File: config.mk
export PLATFORM = sky130hd
export DESIGN_NAME = mmu_arbiter
export DESIGN_NICKNAME = d
export VERILOG_FILES = /design/src/rtl/mmu_arb_pkg.sv /design/src/rtl/mmu_arb_pick.sv /design/src/rtl/mmu_arbiter.sv
export SDC_FILE = /design/constraint.sdc
export NUM_CORES = 1
export LEC_CHECK = 0
export CORE_AREA = 4 4 145 147
export DETAILED_ROUTE_END_ITERATION = 7
export DIE_AREA = 0 0 149 151
export SLEW_MARGIN = 20
export SYNTH_ARGS = -nofsm -noshare
export SYNTH_HDL_FRONTEND = slang
export SYNTH_SLANG_ARGS = --single-unit
File: constraint.sdc
create_clock -name clk -period 1.65 [get_ports clk]
set_input_delay 0.33 -clock clk [delete_from_list [all_inputs] [get_ports clk]]
set_output_delay 0.33 -clock clk [all_outputs]
set_load 0.02 [all_outputs]
File: src/rtl/mmu_arb_pkg.sv
`default_nettype none
// ============================================================================
// mmu_arb_pkg : shared types/constants for the MMU port arbiter   (rev 1.0)
// ============================================================================
package mmu_arb_pkg;

   typedef enum logic [2:0] {
      IDLE = 3'd0,
      I_AR = 3'd1,
      I_R  = 3'd2,
      D_AR = 3'd3,
      D_R  = 3'd4,
      D_AW = 3'd5,
      D_W  = 3'd6,
      D_B  = 3'd7
   } arb_state_t;

   // Bit positions of each requester class inside a one-hot grant vector
   localparam int unsigned CLS_I   = 0;
   localparam int unsigned CLS_DR  = 1;
   localparam int unsigned CLS_DW  = 2;
   localparam int unsigned NUM_CLS = 3;

   localparam logic [2:0] EXC_UNDEFINED = 3'b111;
   localparam logic [1:0] OKAY          = 2'b00;
   localparam logic [1:0] SLVERR        = 2'b10;

endpackage
`default_nettype wire

File: src/rtl/mmu_arb_pick.sv
`default_nettype none
// ============================================================================
// mmu_arb_pick : one-hot grant picker; round-robin under MMU_ARB_RR_EN (rev 1.0)
// ============================================================================
module mmu_arb_pick
   import mmu_arb_pkg::*;
(
   input  logic                 i_req_i,
   input  logic                 i_req_dr,
   input  logic                 i_req_dw,
   input  logic                 i_rr_ptr,
   output logic [NUM_CLS-1:0]   o_gnt
);

`ifdef MMU_ARB_RR_EN
   // i_rr_ptr high means ifetch was not the last class granted
   always_comb begin
      o_gnt = '0;
      if (i_rr_ptr && i_req_i)
         o_gnt[CLS_I] = 1'b1;
      else if (i_req_dr)
         o_gnt[CLS_DR] = 1'b1;
      else if (i_req_dw)
         o_gnt[CLS_DW] = 1'b1;
      else if (i_req_i)
         o_gnt[CLS_I] = 1'b1;
   end
`else
   logic w_unused_ptr;
   assign w_unused_ptr = i_rr_ptr;

   always_comb begin
      o_gnt = '0;
      if (i_req_dr)
         o_gnt[CLS_DR] = 1'b1;
      else if (i_req_dw)
         o_gnt[CLS_DW] = 1'b1;
      else if (i_req_i)
         o_gnt[CLS_I] = 1'b1;
   end
`endif

endmodule
`default_nettype wire

File: src/rtl/mmu_arbiter.sv
`default_nettype none
// ============================================================================
// mmu_arbiter : shares the MMU AXI-lite slave between ifetch and LSU (rev 1.0)
// Optional round-robin between ifetch and data classes: MMU_ARB_RR_EN
// ============================================================================
module mmu_arbiter
   import mmu_arb_pkg::*;
(
   input  logic        clk,
   input  logic        rstn,
   // ifetch
   input  logic [31:0] i_araddr,
   input  logic        i_arvalid,
   output logic        i_arready,
   output logic [31:0] i_rdata,
   output logic [1:0]  i_rresp,
   output logic        i_rvalid,
   input  logic        i_rready,
   output logic        i_exc,
   output logic [2:0]  i_exc_vec,
   // load/store
   input  logic [31:0] d_araddr,
   input  logic        d_arvalid,
   output logic        d_arready,
   output logic [31:0] d_rdata,
   output logic [1:0]  d_rresp,
   output logic        d_rvalid,
   input  logic        d_rready,
   input  logic [31:0] d_awaddr,
   input  logic        d_awvalid,
   output logic        d_awready,
   input  logic [31:0] d_wdata,
   input  logic [3:0]  d_wstrb,
   input  logic        d_wvalid,
   output logic        d_wready,
   output logic [1:0]  d_bresp,
   output logic        d_bvalid,
   input  logic        d_bready,
   output logic        d_exc,
   output logic [2:0]  d_exc_vec,
   // MMU side
   output logic [31:0] m_araddr,
   output logic        m_arvalid,
   input  logic        m_arready,
   input  logic [31:0] m_rdata,
   input  logic [1:0]  m_rresp,
   input  logic        m_rvalid,
   output logic        m_rready,
   output logic [31:0] m_awaddr,
   output logic        m_awvalid,
   input  logic        m_awready,
   output logic [31:0] m_wdata,
   output logic [3:0]  m_wstrb,
   output logic        m_wvalid,
   input  logic        m_wready,
   input  logic [1:0]  m_bresp,
   input  logic        m_bvalid,
   output logic        m_bready,
   output logic        is_instr,
   input  logic        throw_exception,
   input  logic [2:0]  exception_vec
);

   arb_state_t          r_state;
   arb_state_t          w_state_nxt;
   logic [NUM_CLS-1:0]  w_gnt;
   logic                r_rr_ptr;
   logic                r_i_arready;
   logic                r_d_arready;
   logic                r_d_awready;
   logic [31:0]         r_m_araddr;
   logic [31:0]         r_m_awaddr;
   logic                r_m_arvalid;
   logic                r_m_awvalid;
   logic                r_is_instr;

   mmu_arb_pick u_pick (
      .i_req_i  (i_arvalid),
      .i_req_dr (d_arvalid),
      .i_req_dw (d_awvalid),
      .i_rr_ptr (r_rr_ptr),
      .o_gnt    (w_gnt)
   );

   always_ff @(posedge clk) begin
      if (!rstn)
         r_state <= IDLE;
      else
         r_state <= w_state_nxt;
   end

   always_comb begin
      w_state_nxt = r_state;
      case (r_state)
         IDLE: begin
            if (w_gnt[CLS_I])
               w_state_nxt = I_AR;
            else if (w_gnt[CLS_DR])
               w_state_nxt = D_AR;
            else if (w_gnt[CLS_DW])
               w_state_nxt = D_AW;
         end
         I_AR: if (m_arready) w_state_nxt = I_R;
         D_AR: if (m_arready) w_state_nxt = D_R;
         I_R:  if (m_rvalid && i_rready) w_state_nxt = IDLE;
         D_R:  if (m_rvalid && d_rready) w_state_nxt = IDLE;
         D_AW: if (m_awready) w_state_nxt = D_W;
         D_W:  if (d_wvalid && m_wready) w_state_nxt = D_B;
         D_B:  if (m_bvalid && d_bready) w_state_nxt = IDLE;
         default: w_state_nxt = IDLE;
      endcase
   end

   // Grant-side registers; ready pulses default low so each lasts one cycle
   always_ff @(posedge clk) begin
      if (!rstn) begin
         r_i_arready <= 1'b0;
         r_d_arready <= 1'b0;
         r_d_awready <= 1'b0;
         r_m_araddr  <= '0;
         r_m_awaddr  <= '0;
         r_m_arvalid <= 1'b0;
         r_m_awvalid <= 1'b0;
         r_is_instr  <= 1'b0;
         r_rr_ptr    <= 1'b0;
      end else begin
         r_i_arready <= 1'b0;
         r_d_arready <= 1'b0;
         r_d_awready <= 1'b0;
         case (r_state)
            IDLE: begin
               if (w_gnt[CLS_I]) begin
                  r_i_arready <= 1'b1;
                  r_m_araddr  <= i_araddr;
                  r_m_arvalid <= 1'b1;
                  r_is_instr  <= 1'b1;
                  r_rr_ptr    <= 1'b0;
               end else if (w_gnt[CLS_DR]) begin
                  r_d_arready <= 1'b1;
                  r_m_araddr  <= d_araddr;
                  r_m_arvalid <= 1'b1;
                  r_rr_ptr    <= 1'b1;
               end else if (w_gnt[CLS_DW]) begin
                  r_d_awready <= 1'b1;
                  r_m_awaddr  <= d_awaddr;
                  r_m_awvalid <= 1'b1;
                  r_rr_ptr    <= 1'b1;
               end
            end
            I_AR, D_AR: if (m_arready) r_m_arvalid <= 1'b0;
            D_AW:       if (m_awready) r_m_awvalid <= 1'b0;
            I_R:        if (m_rvalid && i_rready) r_is_instr <= 1'b0;
            default: ;
         endcase
      end
   end

   assign i_arready = r_i_arready;
   assign d_arready = r_d_arready;
   assign d_awready = r_d_awready;
   assign m_araddr  = r_m_araddr;
   assign m_awaddr  = r_m_awaddr;
   assign m_arvalid = r_m_arvalid;
   assign m_awvalid = r_m_awvalid;
   assign is_instr  = r_is_instr;

   always_comb begin
      i_rdata   = '0;
      i_rresp   = '0;
      i_rvalid  = 1'b0;
      i_exc     = 1'b0;
      i_exc_vec = '0;
      d_rdata   = '0;
      d_rresp   = '0;
      d_rvalid  = 1'b0;
      d_wready  = 1'b0;
      d_bresp   = '0;
      d_bvalid  = 1'b0;
      d_exc     = 1'b0;
      d_exc_vec = '0;
      m_rready  = 1'b0;
      m_wdata   = '0;
      m_wstrb   = '0;
      m_wvalid  = 1'b0;
      m_bready  = 1'b0;
      case (r_state)
         I_R: begin
            i_rdata   = m_rdata;
            i_rresp   = m_rresp;
            i_rvalid  = m_rvalid;
            m_rready  = i_rready;
            i_exc     = throw_exception & m_rvalid;
            i_exc_vec = exception_vec;
         end
         D_R: begin
            d_rdata   = m_rdata;
            d_rresp   = m_rresp;
            d_rvalid  = m_rvalid;
            m_rready  = d_rready;
            d_exc     = throw_exception & m_rvalid;
            d_exc_vec = exception_vec;
         end
         D_W: begin
            m_wdata   = d_wdata;
            m_wstrb   = d_wstrb;
            m_wvalid  = d_wvalid;
            d_wready  = m_wready;
         end
         D_B: begin
            d_bresp   = m_bresp;
            d_bvalid  = m_bvalid;
            m_bready  = d_bready;
            d_exc     = throw_exception & m_bvalid;
            d_exc_vec = exception_vec;
         end
         default: ;
      endcase
   end

endmodule
`default_nettype wire

==> Flow_metrics.wiki <==
{| class="wikitable"
! Metric !! Value
|-
| Width of the die || 149 um
|-
| Violations in the final reports || setup timing
|-
| Type of element capturing the critical path || output port
|-
| Max Freq || 0.519 GHz
|-
| Number of antenna violations at the first check in global routing || 2
|-
| Final #Nets || 1091
|-
| Met3 wire length || 1.56 mm
|-
| Area taken by multi-input logic gates || 2710 um^2
|-
| Max-cap violation count || 0
|-
| Area taken by flip-flops and latches || 1470 um^2
|-
| Area enclosed by the die boundary || 22500 um^2
|-
| Pwr dens || 1260 nW/um^2
|-
| H-tree depth reported by CTS || 3
|-
| Unique masters post-synth || 39
|-
| GRT Residual Overflow || 0
|-
| Number of standard cells in the final layout excluding fillers || 1180
|-
| Share of synthesized registers carrying an async set or reset || 0
|-
| Pin count of the biggest net entering global routing || 49
|-
| Highest ir drop seen on vdd || 585 uV
|-
| Synth warn || 0
|-
| Highest signal layer in the routed design || met5
|-
| Final worst-path cycle share || 1.17
|-
| Avg Vias per Cell || 4.24
|-
| Total detailed-routing wirelength || 20.8 mm
|-
| Run status || finished with violations
|-
| Detailed-route via count || 5004
|-
| CTS Root Buffer Type || sky130_fd_sc_hd__clkbuf_16
|-
| Row cnt || 52
|-
| Cell Area, Placed || 8400 um^2
|-
| Number of flops mapped to enable cells by yosys || 0
|-
| Core Area || 19900 um^2
|-
| Starting utilization of the core area || 0.202
|-
| Unrepaired setup endpoints after global routing || yes
|-
| Critical path data required time || 1320 ps
|-
| Tot GR Track Use || 0.157
|-
| Crit path max fanout || 6
|-
| Cell count after synthesis || 481
|-
| Height of the die || 151 um
|-
| Cell types with the largest area share after synthesis || sky130_fd_sc_hd__dfxtp_1 36%, sky130_fd_sc_hd__and2_1 13%, sky130_fd_sc_hd__nand2_1 9.6%
|-
| Routed Antenna Nets || 0
|-
| Vias in the first global route || 4616
|-
| Net count after synthesis || 667
|-
| Share of the synthesized area in the top cell type || 0.363
|-
| Worst setup path startpoint || r_state[2]
|-
| Final setup violation count || 124
|-
| Most common flop cell mapped by yosys || sky130_fd_sc_hd__dfxtp_1
|-
| Clock transition at the registers of the reported paths || 60 ps
|-
| Number of DRC markers in iteration 0 || 149
|-
| Clock latency reported for the late side of the worst-skew pair || 340 ps
|-
| Final design utilization || 0.502
|-
| Post-synthesis sequential area ratio || 0.363
|-
| Slew @ Worst Pin || 367 ps
|-
| Port buffer count || 376
|-
| Boundary Pins || 377
|-
| Wire length of the first global-routing pass || 27.5 mm
|-
| Fraction of layout instances using a drive strength above 1 || 0.363
|-
| Final sum of negative setup slack || -21770 ps
|-
| Flip-flop and latch count after synthesis || 73
|-
| Static leakage || 5.30 nW
|-
| Crit path arrival time || 1600 ps
|-
| Number of buffers inserted during clock tree synthesis || 9
|-
| Clk buf depth || 2
|-
| Average instance area after synthesis || 8.37 um^2
|-
| Category of the critical setup timing path || reg -> out
|-
| Residual DRC || 0
|-
| Netlist area before placement || 4030 um^2
|-
| Hold/Removal Path Class || in -> reg
|-
| Detail Route met2 WL || 9.88 mm
|-
| Max-slew headroom at the worst pin || 0.753
|-
| Clock tree from TritonCTS || done
|-
| DP Cell Count || 1129
|-
| Endpoints failing hold || 0
|-
| Final weighted congestion in routability-driven placement || 0.771
|-
| Startpoint of the worst register-to-register path || r_state[1]
|-
| Pins Over Slew Limit || 0
|-
| Number of inserted filler cells in the final layout || 1847
|-
| Post-route cell area || 9990 um^2
|-
| Hpwl dp || 14.6 mm
|-
| Detailed-routing iteration count for the pre-antenna-repair pass || 4
|-
| Antenna Diode Count || 0
|-
| WL/cell || 17.7 um
|-
| Min-Delay Startpoint || rstn
|-
| Final Skew || 6.10 ps
|-
| Area overhead of the layout relative to synthesis || 148%
|-
| Worst setup SP type || register
|-
| Met1 Routed Length || 9.16 mm
|-
| Count of clock tree sinks || 73
|-
| Count of hold-fix buffers inserted at cts || 0
|-
| Post-layout minimum cycle time || 1930 ps
|-
| Post-route setup slack || -278 ps
|-
| Library cell occupying the most area in the post-synthesis netlist || sky130_fd_sc_hd__dfxtp_1
|}
[metal layers]
layer,vias to the layer above,track usage
met4,4,0.0398
met5,-,0
li1,2503,-
met2,170,0.239
met1,2304,0.214
met3,23,0.0545
[logic make-up (layout without fill, tap and decap cells)]
logic type / count (synthesis) / count (layout) / share of synthesized area
and+or+nand+nor: 243 / 243 / 0.322
AOI/OAI and AO/OA: 83 / 83 / 0.177
DFF: 73 / 73 / 0.363
muxes: 33 / 33 / 0.0820
buffers and inverters: 49 / 478 / 0.0562
[cell usage after synthesis (2+ instances only)]
library cell,count
sky130_fd_sc_hd__buf_6,2
sky130_fd_sc_hd__buf_4,3
sky130_fd_sc_hd__nor2b_1,2
sky130_fd_sc_hd__a21boi_1,31
sky130_fd_sc_hd__a21boi_0,2
sky130_fd_sc_hd__inv_1,3
sky130_fd_sc_hd__dfxtp_1,73
sky130_fd_sc_hd__clkbuf_1,28
sky130_fd_sc_hd__o211a_1,32
sky130_fd_sc_hd__nand2_1,103
sky130_fd_sc_hd__o21ai_0,2
sky130_fd_sc_hd__and2_1,81
sky130_fd_sc_hd__nand3_1,3
sky130_fd_sc_hd__buf_2,13
sky130_fd_sc_hd__mux2i_1,33
sky130_fd_sc_hd__nor3b_1,2
sky130_fd_sc_hd__o21a_1,5
sky130_fd_sc_hd__nor3_1,2
sky130_fd_sc_hd__and3_1,41
[worst paths after layout]
check                      end  slack (ps)  cells after the start
hold / removal       m_arvalid         320                      2
setup reg to reg    r_state[0]        -230                      7
hold reg to reg   m_awaddr[28]         450                      2
setup / recovery  i_exc_vec[0]        -280                      6
[critical path, cell delays in order, from the launching register on]
cell	delay [ps]
sky130_fd_sc_hd__dfxtp_4	370
sky130_fd_sc_hd__nor3b_4	230
sky130_fd_sc_hd__buf_12	150
sky130_fd_sc_hd__buf_12	120
sky130_fd_sc_hd__buf_6	140
sky130_fd_sc_hd__and2_4	150
sky130_fd_sc_hd__buf_6	110
[flip-flops by register name, indices dropped and copies added, names as in the netlist]
name	flops
r_state	3
is_instr	1
m_araddr	32
i_arready	1
d_arready	1
m_arvalid	1
m_awaddr	32
m_awvalid	1
d_awready	1
[cells in the final DEF (no fill, tap or decap), types with 30 or more instances in the layout]
cell	Yosys	routed
sky130_fd_sc_hd__a21boi_1	31	30
sky130_fd_sc_hd__and2_4	0	68
sky130_fd_sc_hd__buf_4	3	44
sky130_fd_sc_hd__buf_6	2	133
sky130_fd_sc_hd__clkdlybuf4s50_1	0	197
sky130_fd_sc_hd__dfxtp_1	73	70
sky130_fd_sc_hd__dlymetal6s2s_1	0	57
sky130_fd_sc_hd__mux2i_1	33	32
sky130_fd_sc_hd__nand2_1	103	103
sky130_fd_sc_hd__o211a_1	32	32
[power by group]
part	switching (W)	internal, W	leakage (nW)	total (W)
Clock	0.000769	0.00160	0.175	0.00237
Combinational	0.00352	0.00426	4.52	0.00779
Sequential	0.000237	0.00219	0.601	0.00243
[what timing repair did]
item,4_1_cts,5_1_grt
gates resized for setup,721,194
endpoints found under the setup margin,164,242
buffers inserted,10,11
cloned,5,10
pin swaps,12,19
[layout make-up]
cell class / count / share of cell area
inverters: 3 / 0.00113
clock inverters: 4 / 0.00977
multi-input cells: 359 / 0.271
well taps: 270 / 0.0338
clock buffers: 12 / 0.0267
flip-flops and latches: 73 / 0.147
repair buffers: 459 / 0.510
[metrics by stage]
stage / hold WS (ps) / power, W / setup WS, ps
3_5_place_dp: 444 / 0.00840 / -494
3_3_place_gp: 440 / 0.00838 / -486
5_1_grt: 308 / 0.0133 / -340
4_1_cts: 293 / 0.0116 / -313
6_report: 316 / 0.0126 / -278
2_1_floorplan: 465 / 0.00531 / -37.7
No activity file was read; power rests on OpenSTA's default activity.
